**src/rtl/reg_access_arbiter.sv**
```systemverilog
// Two-port arbiter and setup/strobe/capture sequencer in front of a small register file.
// Define REG_ARB_FIXED_PRIO_EN for fixed priority (port 0 wins); default is round-robin.
module reg_access_arbiter #(
  parameter int                ADDR_W    = 4,
  parameter int                DATA_W    = 8,
  parameter int                NUM_REGS  = 4,
  parameter logic [ADDR_W-1:0] PARK_ADDR = 4'hF
) (
  input  logic              clk,
  input  logic              reset,
  input  logic              req_0,
  input  logic              we_0,
  input  logic [ADDR_W-1:0] addr_0,
  input  logic [DATA_W-1:0] wdata_0,
  input  logic              req_1,
  input  logic              we_1,
  input  logic [ADDR_W-1:0] addr_1,
  input  logic [DATA_W-1:0] wdata_1,
  output logic              gnt_0,
  output logic              done_0,
  output logic              err_0,
  output logic [DATA_W-1:0] rdata_0,
  output logic              gnt_1,
  output logic              done_1,
  output logic              err_1,
  output logic [DATA_W-1:0] rdata_1,
  output logic [ADDR_W-1:0] reg_address,
  output logic              reg_write_en,
  output logic              reg_read_en,
  output logic [DATA_W-1:0] reg_data_in,
  input  logic [DATA_W-1:0] reg_read_data
);

  localparam logic [ADDR_W-1:0] LP_NUM_REGS = ADDR_W'(NUM_REGS);

  typedef enum logic [2:0] {
    S_IDLE,
    S_SETUP,
    S_STROBE,
    S_CAPTURE,
    S_DONE
  } state_t;

  state_t            r_state;
  state_t            w_state_next;
  logic              r_owner;
  logic              r_we;
  logic [ADDR_W-1:0] r_addr;
  logic [DATA_W-1:0] r_wdata;
  logic              r_range_err;
  logic [DATA_W-1:0] r_rdata_0;
  logic [DATA_W-1:0] r_rdata_1;
  logic              w_winner;
  logic              w_active;

`ifndef REG_ARB_FIXED_PRIO_EN
  // Winner of the most recent contention; lone grants leave it untouched.
  logic              r_last_grant;
`endif

  always_comb begin
    w_winner = 1'b0;
`ifdef REG_ARB_FIXED_PRIO_EN
    w_winner = !req_0;
`else
    if (req_0 && req_1) begin
      w_winner = !r_last_grant;
    end else begin
      w_winner = !req_0;
    end
`endif
  end

  always_ff @(posedge clk) begin
    if (reset) begin
      r_state <= S_IDLE;
    end else begin
      r_state <= w_state_next;
    end
  end

  always_comb begin
    w_state_next = r_state;
    case (r_state)
      S_IDLE:    if (req_0 || req_1) w_state_next = S_SETUP;
      S_SETUP:   w_state_next = S_STROBE;
      S_STROBE:  w_state_next = S_CAPTURE;
      S_CAPTURE: w_state_next = S_DONE;
      S_DONE:    w_state_next = S_IDLE;
      default:   w_state_next = S_IDLE;
    endcase
  end

  always_ff @(posedge clk) begin
    if (reset) begin
      r_owner     <= 1'b0;
      r_we        <= 1'b0;
      r_addr      <= PARK_ADDR;
      r_wdata     <= '0;
      r_range_err <= 1'b0;
      r_rdata_0   <= '0;
      r_rdata_1   <= '0;
`ifndef REG_ARB_FIXED_PRIO_EN
      r_last_grant <= 1'b1;
`endif
    end else begin
      case (r_state)
        S_IDLE: begin
          if (req_0 || req_1) begin
            r_owner <= w_winner;
            r_we    <= w_winner ? we_1    : we_0;
            r_addr  <= w_winner ? addr_1  : addr_0;
            r_wdata <= w_winner ? wdata_1 : wdata_0;
`ifndef REG_ARB_FIXED_PRIO_EN
            if (req_0 && req_1) r_last_grant <= w_winner;
`endif
          end
        end
        S_SETUP: r_range_err <= (r_addr >= LP_NUM_REGS);
        S_CAPTURE: begin
          if (!r_we) begin
            if (r_owner) begin
              r_rdata_1 <= r_range_err ? '0 : reg_read_data;
            end else begin
              r_rdata_0 <= r_range_err ? '0 : reg_read_data;
            end
          end
        end
        default: ;
      endcase
    end
  end

  // Strobes are also gated by reset so an access aborted in STROBE never reaches the register file.
  always_comb begin
    w_active     = (r_state != S_IDLE);
    gnt_0        = w_active && !r_owner;
    gnt_1        = w_active && r_owner;
    done_0       = 1'b0;
    done_1       = 1'b0;
    err_0        = 1'b0;
    err_1        = 1'b0;
    reg_address  = PARK_ADDR;
    reg_write_en = 1'b0;
    reg_read_en  = 1'b0;
    reg_data_in  = '0;
    case (r_state)
      S_SETUP: reg_address = r_addr;
      S_STROBE: begin
        reg_address = r_addr;
        if (!r_range_err && !reset) begin
          reg_write_en = r_we;
          reg_read_en  = !r_we;
          if (r_we) reg_data_in = r_wdata;
        end
      end
      S_DONE: begin
        done_0 = !r_owner;
        done_1 = r_owner;
        err_0  = !r_owner && r_range_err;
        err_1  = r_owner && r_range_err;
      end
      default: ;
    endcase
  end

  assign rdata_0 = r_rdata_0;
  assign rdata_1 = r_rdata_1;

endmodule

```
**config.mk**
```make
export PLATFORM = sky130hd
export DESIGN_NAME = reg_access_arbiter
export DESIGN_NICKNAME = d
export VERILOG_FILES = /design/src/rtl/reg_access_arbiter.sv
export SDC_FILE = /design/constraint.sdc
export NUM_CORES = 1
export LEC_CHECK = 0
export ABC_AREA = 1
export BUFFER_PORTS_ARGS = -buffer_cell sky130_fd_sc_hd__buf_4
export CORE_UTILIZATION = 51
export CTS_CLUSTER_DIAMETER = 80
export CTS_CLUSTER_SIZE = 20
export DETAILED_ROUTE_END_ITERATION = 8
export PLACE_DENSITY = 0.95
export SLEW_MARGIN = 20
export SYNTH_ARGS = -nofsm -noshare
export SYNTH_HDL_FRONTEND = slang
export SYNTH_SLANG_ARGS = --single-unit
export TNS_END_PERCENT = 1
```
**constraint.sdc**
```tcl
create_clock -name clk -period 2.45 [get_ports clk]
set_clock_uncertainty 0.1 [all_clocks]
set_input_delay 0 -clock clk [delete_from_list [all_inputs] [get_ports clk]]
set_output_delay 0 -clock clk [all_outputs]
set_load 0.03 [all_outputs]
```
After elaboration in Yosys (flattened, before gate mapping)
Index checks and enable logic that the tools add are counted.
{ "word_totals": {"regBits": 35, "latchBits": 0, "mem_bits_rw": 0, "rom_bits": 0, "inputBits": 38, "out_inout_bits": 36, "n_memories": 0} }
{ "classes": {"n_addsub": 0, "multipliers": 0, "div_mod_pow": 0, "n_lt_le_gt_ge": 1, "n_eq_ne": 5, "n_shift": 0, "muxes": 19, "bitwise": 2, "n_reduce_logical": 20} }
{ "ops": {"columns": ["operator", "n"], "rows": [
  ["8-bit 2-to-1 mux", 5],
  ["3-bit one-hot mux with 4 select lines", 1],
  ["1-bit 2-to-1 mux", 10],
  ["3-bit AND reduction", 3],
  ["4-bit 2-to-1 mux", 2],
  ["3-bit by 2-bit equality test with 1-bit output (second input constant)", 2],
  ["1-bit logical AND", 6],
  ["1-bit zero test", 6],
  ["4-bit by 3-bit greater-or-equal comparator with 1-bit output (second input constant)", 1],
  ["3-bit by 1-bit equality test with 1-bit output (second input constant)", 1],
  ["3-bit equality test (second input constant)", 1],
  ["3-bit zero test", 1],
  ["3-bit 2-to-1 mux", 1],
  ["3-bit nonzero test", 1],
  ["2-bit != test (second input constant)", 1],
  ["1-bit NOT", 2],
  ["2-bit AND reduction", 1],
  ["2-bit OR reduction", 1],
  ["1-bit logical OR", 1]
]} }

Logic depth before layout (Yosys ltp)
{ "depth": {"ltp_word": 4, "depth_mapped": 8, "ltp_nobuf": 7} }

Worst setup path after synthesis
No wires, ideal clock.
{ "synth_timing": {"path_kind": "flip-flop to output port", "start": "register r_state[2]", "end": "output reg_read_en", "arrival_ps": 1511, "slack_ps": 839, "stages_incl_launch_ff": 4, "path_buffers": 0, "cell_sequence": "dfxtp_1 nor2_4 nand2_1 nor4_1"} }
{ "synth_between": {"elab_chain_len": 2} }
{ "synth_rtl": {"columns": ["element", "line", "text"], "rows": [
  ["from (decl)", "44", "state_t r_state;"],
  ["from (signal assigned)", "78", "r_state <= w_state_next;"],
  ["3-bit by 2-bit equality test with 1-bit output", "147", "case (r_state)"],
  ["1-bit 2-to-1 mux", "147", null],
  ["to (decl)", "29", "output logic reg_read_en,"]
]} }
Every way passes these cells.

Worst setup path in the final report
{ "layout_timing": {"start": "register r_state[1]", "end": "register r_rdata_0[0] (netlist: rdata_0[0])"} }
{ "layout_between": {"elab_chain_len": 2} }
{ "layout_rtl": {"columns": ["element", "line", "text"], "rows": [
  ["3-bit by 2-bit equality test with 1-bit output", "107", "case (r_state)"],
  ["3-bit AND reduction (no source line)", null, null],
  ["to (signal assigned)", "125", "r_rdata_0 <= r_range_err ? '0 : reg_read_data;"],
  ["to (decl)", "51", "logic [DATA_W-1:0] r_rdata_0;"]
]} }
Every way passes these cells.
A chain may end at the register's enable or synchronous reset.

==> impl_metrics.env <==
export IMPL_cts_sinks=35
export IMPL_max_slew_margin_pct=65.2
export IMPL_antenna_found_initial=0
export IMPL_worst_slew_pin_slew_ns=0.518
export IMPL_grt_pass1_vias=2387
export IMPL_maxCapViolCount=0
export IMPL_hold_path_class="flip-flop to flip-flop"
export IMPL_power_uw=1480
export IMPL_power_leakage_uw=0.00138
export IMPL_first_iter_violations=345
export IMPL_worstSkewPairLatency_ns=0.36
export IMPL_clock_path_buffers=2
export IMPL_fmax_mhz=437
export IMPL_ir_drop_uv=428
export IMPL_cts_tree="built"
export IMPL_dr_pass1_iters=6
export IMPL_endpoint_kind="flip-flop"
export IMPL_r2r_start="r_state[1]"
export IMPL_synth_nets=306
export IMPL_power_density_nw_per_um2=533
export IMPL_ys_seq_elements=35
export IMPL_die_area_sq_um=3630
export IMPL_track_usage_pct=45.2
export IMPL_gp_congestion=0.798
export IMPL_viasPerCell=5.62
export IMPL_startpoint_type="flip-flop"
export IMPL_ctsRootBufferMaster="clkbuf_4"
export IMPL_rsz0062_at_grt="false"
export IMPL_h_tree_depth=2
export IMPL_die_w_um=60.3
export IMPL_crit_path_frequent_cell="nand2_1"
export IMPL_syn_cell_area_sq_um=1730
export IMPL_crit_fanout=18
export IMPL_numCtsBuffers=5
export IMPL_status="completed"
export IMPL_slowest_stage="dlygate4sd3_1"
export IMPL_syn_inst=268
export IMPL_diodes=0
export IMPL_ant_nets=0
export IMPL_grt_pass1_wl_um=11700
export IMPL_drc=0
export IMPL_path_class="flip-flop to flip-flop"
export IMPL_slowest_delay_ns=0.57
export IMPL_slew_viol_final=0
export IMPL_hpwl_um=2960
export IMPL_routedWlPerCell_um=17.0
export IMPL_drive_gt1_share_pct=24.2
export IMPL_initial_utilization_pct=55.3
export IMPL_num_fill_cells=144
export IMPL_place_area_sq_um=2270
export IMPL_avgSynthCellArea_sq_um=6.46
export IMPL_clkTransAtPathRegs_ns=0.11
export IMPL_crit_arrival_ns=2.43
export IMPL_post_cts_buffers=0
export IMPL_synth_cell_types=20
export IMPL_routed_wl_um=7200
export IMPL_setup_viol=0
export IMPL_design_area_sq_um=2780
export IMPL_startpoint="r_state[1]"
export IMPL_fin_nets=418
export IMPL_cp_cell_sequence="nand2_2 -> nor2_4 -> nand2_1 -> nand2_1 -> a21oi_1 -> dlygate4sd3_1"
export IMPL_io_buffers=73
export IMPL_required_ns=2.59
export IMPL_overflow=0
export IMPL_ios=74
export IMPL_fin_crit_sh_pct=93.5
export IMPL_fp_row_count=20
export IMPL_grt_max_degree=27
export IMPL_final_hold_viol_count=0
export IMPL_seq_area_frac_synth_pct=40.5
export IMPL_die_h_um=60.3
export IMPL_via_count=2381
export IMPL_fin_tns_setup_ns=0
export IMPL_core_sq_um=3130
export IMPL_yosys_warnings=0
export IMPL_hp_start="r_addr[0]"
export IMPL_syn_to_final_growth_pct=60.5
export IMPL_finalCriticalPeriod_ns=2.29
critical path: cells and delay by family, from the launching register on:
family	cells	cell delay (ns)
and+or+nand+nor	4	0.91
AOI/OAI and AO/OA	1	0.07
buffers and inverters	1	0.57
DFF	1	0.53
power breakdown:
part           internal (uW)  leakage [uW]  switching (uW)
registers                609      0.000287            33.4
logic                    176       0.00105             246
clock network            210     0.0000383             206
synthesized netlist by cell type:
cell / count / area share [%]
a21oi_1: 21 / 6.1
buf_2: 2 / 0.58
buf_6: 2 / 1.3
clkbuf_1: 6 / 1.3
clkbuf_2: 1 / 0.29
clkinv_1: 1 / 0.22
dfxtp_1: 35 / 40
inv_1: 36 / 7.8
nand2_1: 75 / 16
nand2_2: 2 / 0.72
nand3_1: 6 / 1.7
nand3_2: 1 / 0.58
nand4_1: 17 / 6.1
nor2_1: 46 / 10
nor2_2: 2 / 0.72
nor2_4: 3 / 2.0
nor3_1: 4 / 1.2
nor4_1: 1 / 0.36
o21ai_0: 3 / 0.87
or2_2: 4 / 1.4
worst paths after layout:
| kind | endpoint | slack, ns | depth (start not counted) |
|---|---|---|---|
| worst min-delay path | r_addr[0] | 0.38 | 2 |
| worst max-delay path | rdata_0[0] | 0.16 | 6 |
| worst max register to register | rdata_0[0] | 0.16 | 6 |
| worst min register to register | r_addr[0] | 0.38 | 2 |
final cells by class:
type	instances	area, sq um	area share, %
tap	44	55.1	1.98
clock inverter	1	30.0	1.08
inverter	37	139	5.00
sequential	35	701	25.2
clock buffer	6	41.3	1.49
multi-input combinational	185	833	30.0
timing repair buffer	116	978	35.2
per-layer routing:
layer | GRT usage, % | wire length (um) | vias up
met5 | 6.35 | 0 | -
met4 | 26.9 | 433 | 0
met3 | 17.3 | 634 | 68
met2 | 72.1 | 3460 | 206
met1 | 50.3 | 2670 | 1054
li1 | - | - | 1053
stage by stage:
step | worst slack, ns | utilization (%) | cells | hold slack [ns]
after floorplan | 0.839 | - | 268 | 0.0672
after global placement | 0.989 | 72.7 | 374 | 0.196
after detailed placement | 0.956 | 72.7 | 374 | 0.200
after CTS | 0.374 | 88.7 | 424 | 0.373
after global routing | 0.0553 | 88.8 | 424 | 0.393
final | 0.160 | 88.8 | 424 | 0.378
logic make-up after synthesis:
kind of cell / after synthesis / synth area share (%)
AND/OR/NAND/NOR: 161 / 41.1
AO/OA/AOI/OAI: 24 / 6.94
flip-flops: 35 / 40.5
buffers and inverters: 48 / 11.5
registers in the layout, indices dropped and copies added, names as in the netlist:
signal and cells:
r_owner 1, r_range_err 1, r_wdata 8, r_last_grant 1
rdata_1 8, r_state 3, r_we 1, rdata_0 8
r_addr 4
what timing repair did:
item / CTS / global route
gates resized for setup: 0 / 1
setup endpoints to repair: 0 / 10
hold buffers: 43 / 0
endpoints found under the hold margin: 33 / 0
placed cells by master, fill, tap and decap left out:
cell | netlist | final
a21oi_1 | 21 | 21
buf_4 | 0 | 73
bufinv_16 | 0 | 1
clkbuf_1 | 6 | 1
clkbuf_4 | 0 | 5
clkinv_1 | 1 | 1
dfxtp_1 | 35 | 35
dlygate4sd3_1 | 0 | 43
inv_1 | 36 | 36
nand2_1 | 75 | 74
nand2_2 | 2 | 3
nand3_1 | 6 | 6
nand3_2 | 1 | 1
nand4_1 | 17 | 17
nor2_1 | 46 | 46
nor2_2 | 2 | 2
nor2_4 | 3 | 3
nor3_1 | 4 | 4
nor4_1 | 1 | 1
o21ai_0 | 3 | 3
or2_2 | 4 | 4
Note: power is estimated with default switching activity, not from simulation.
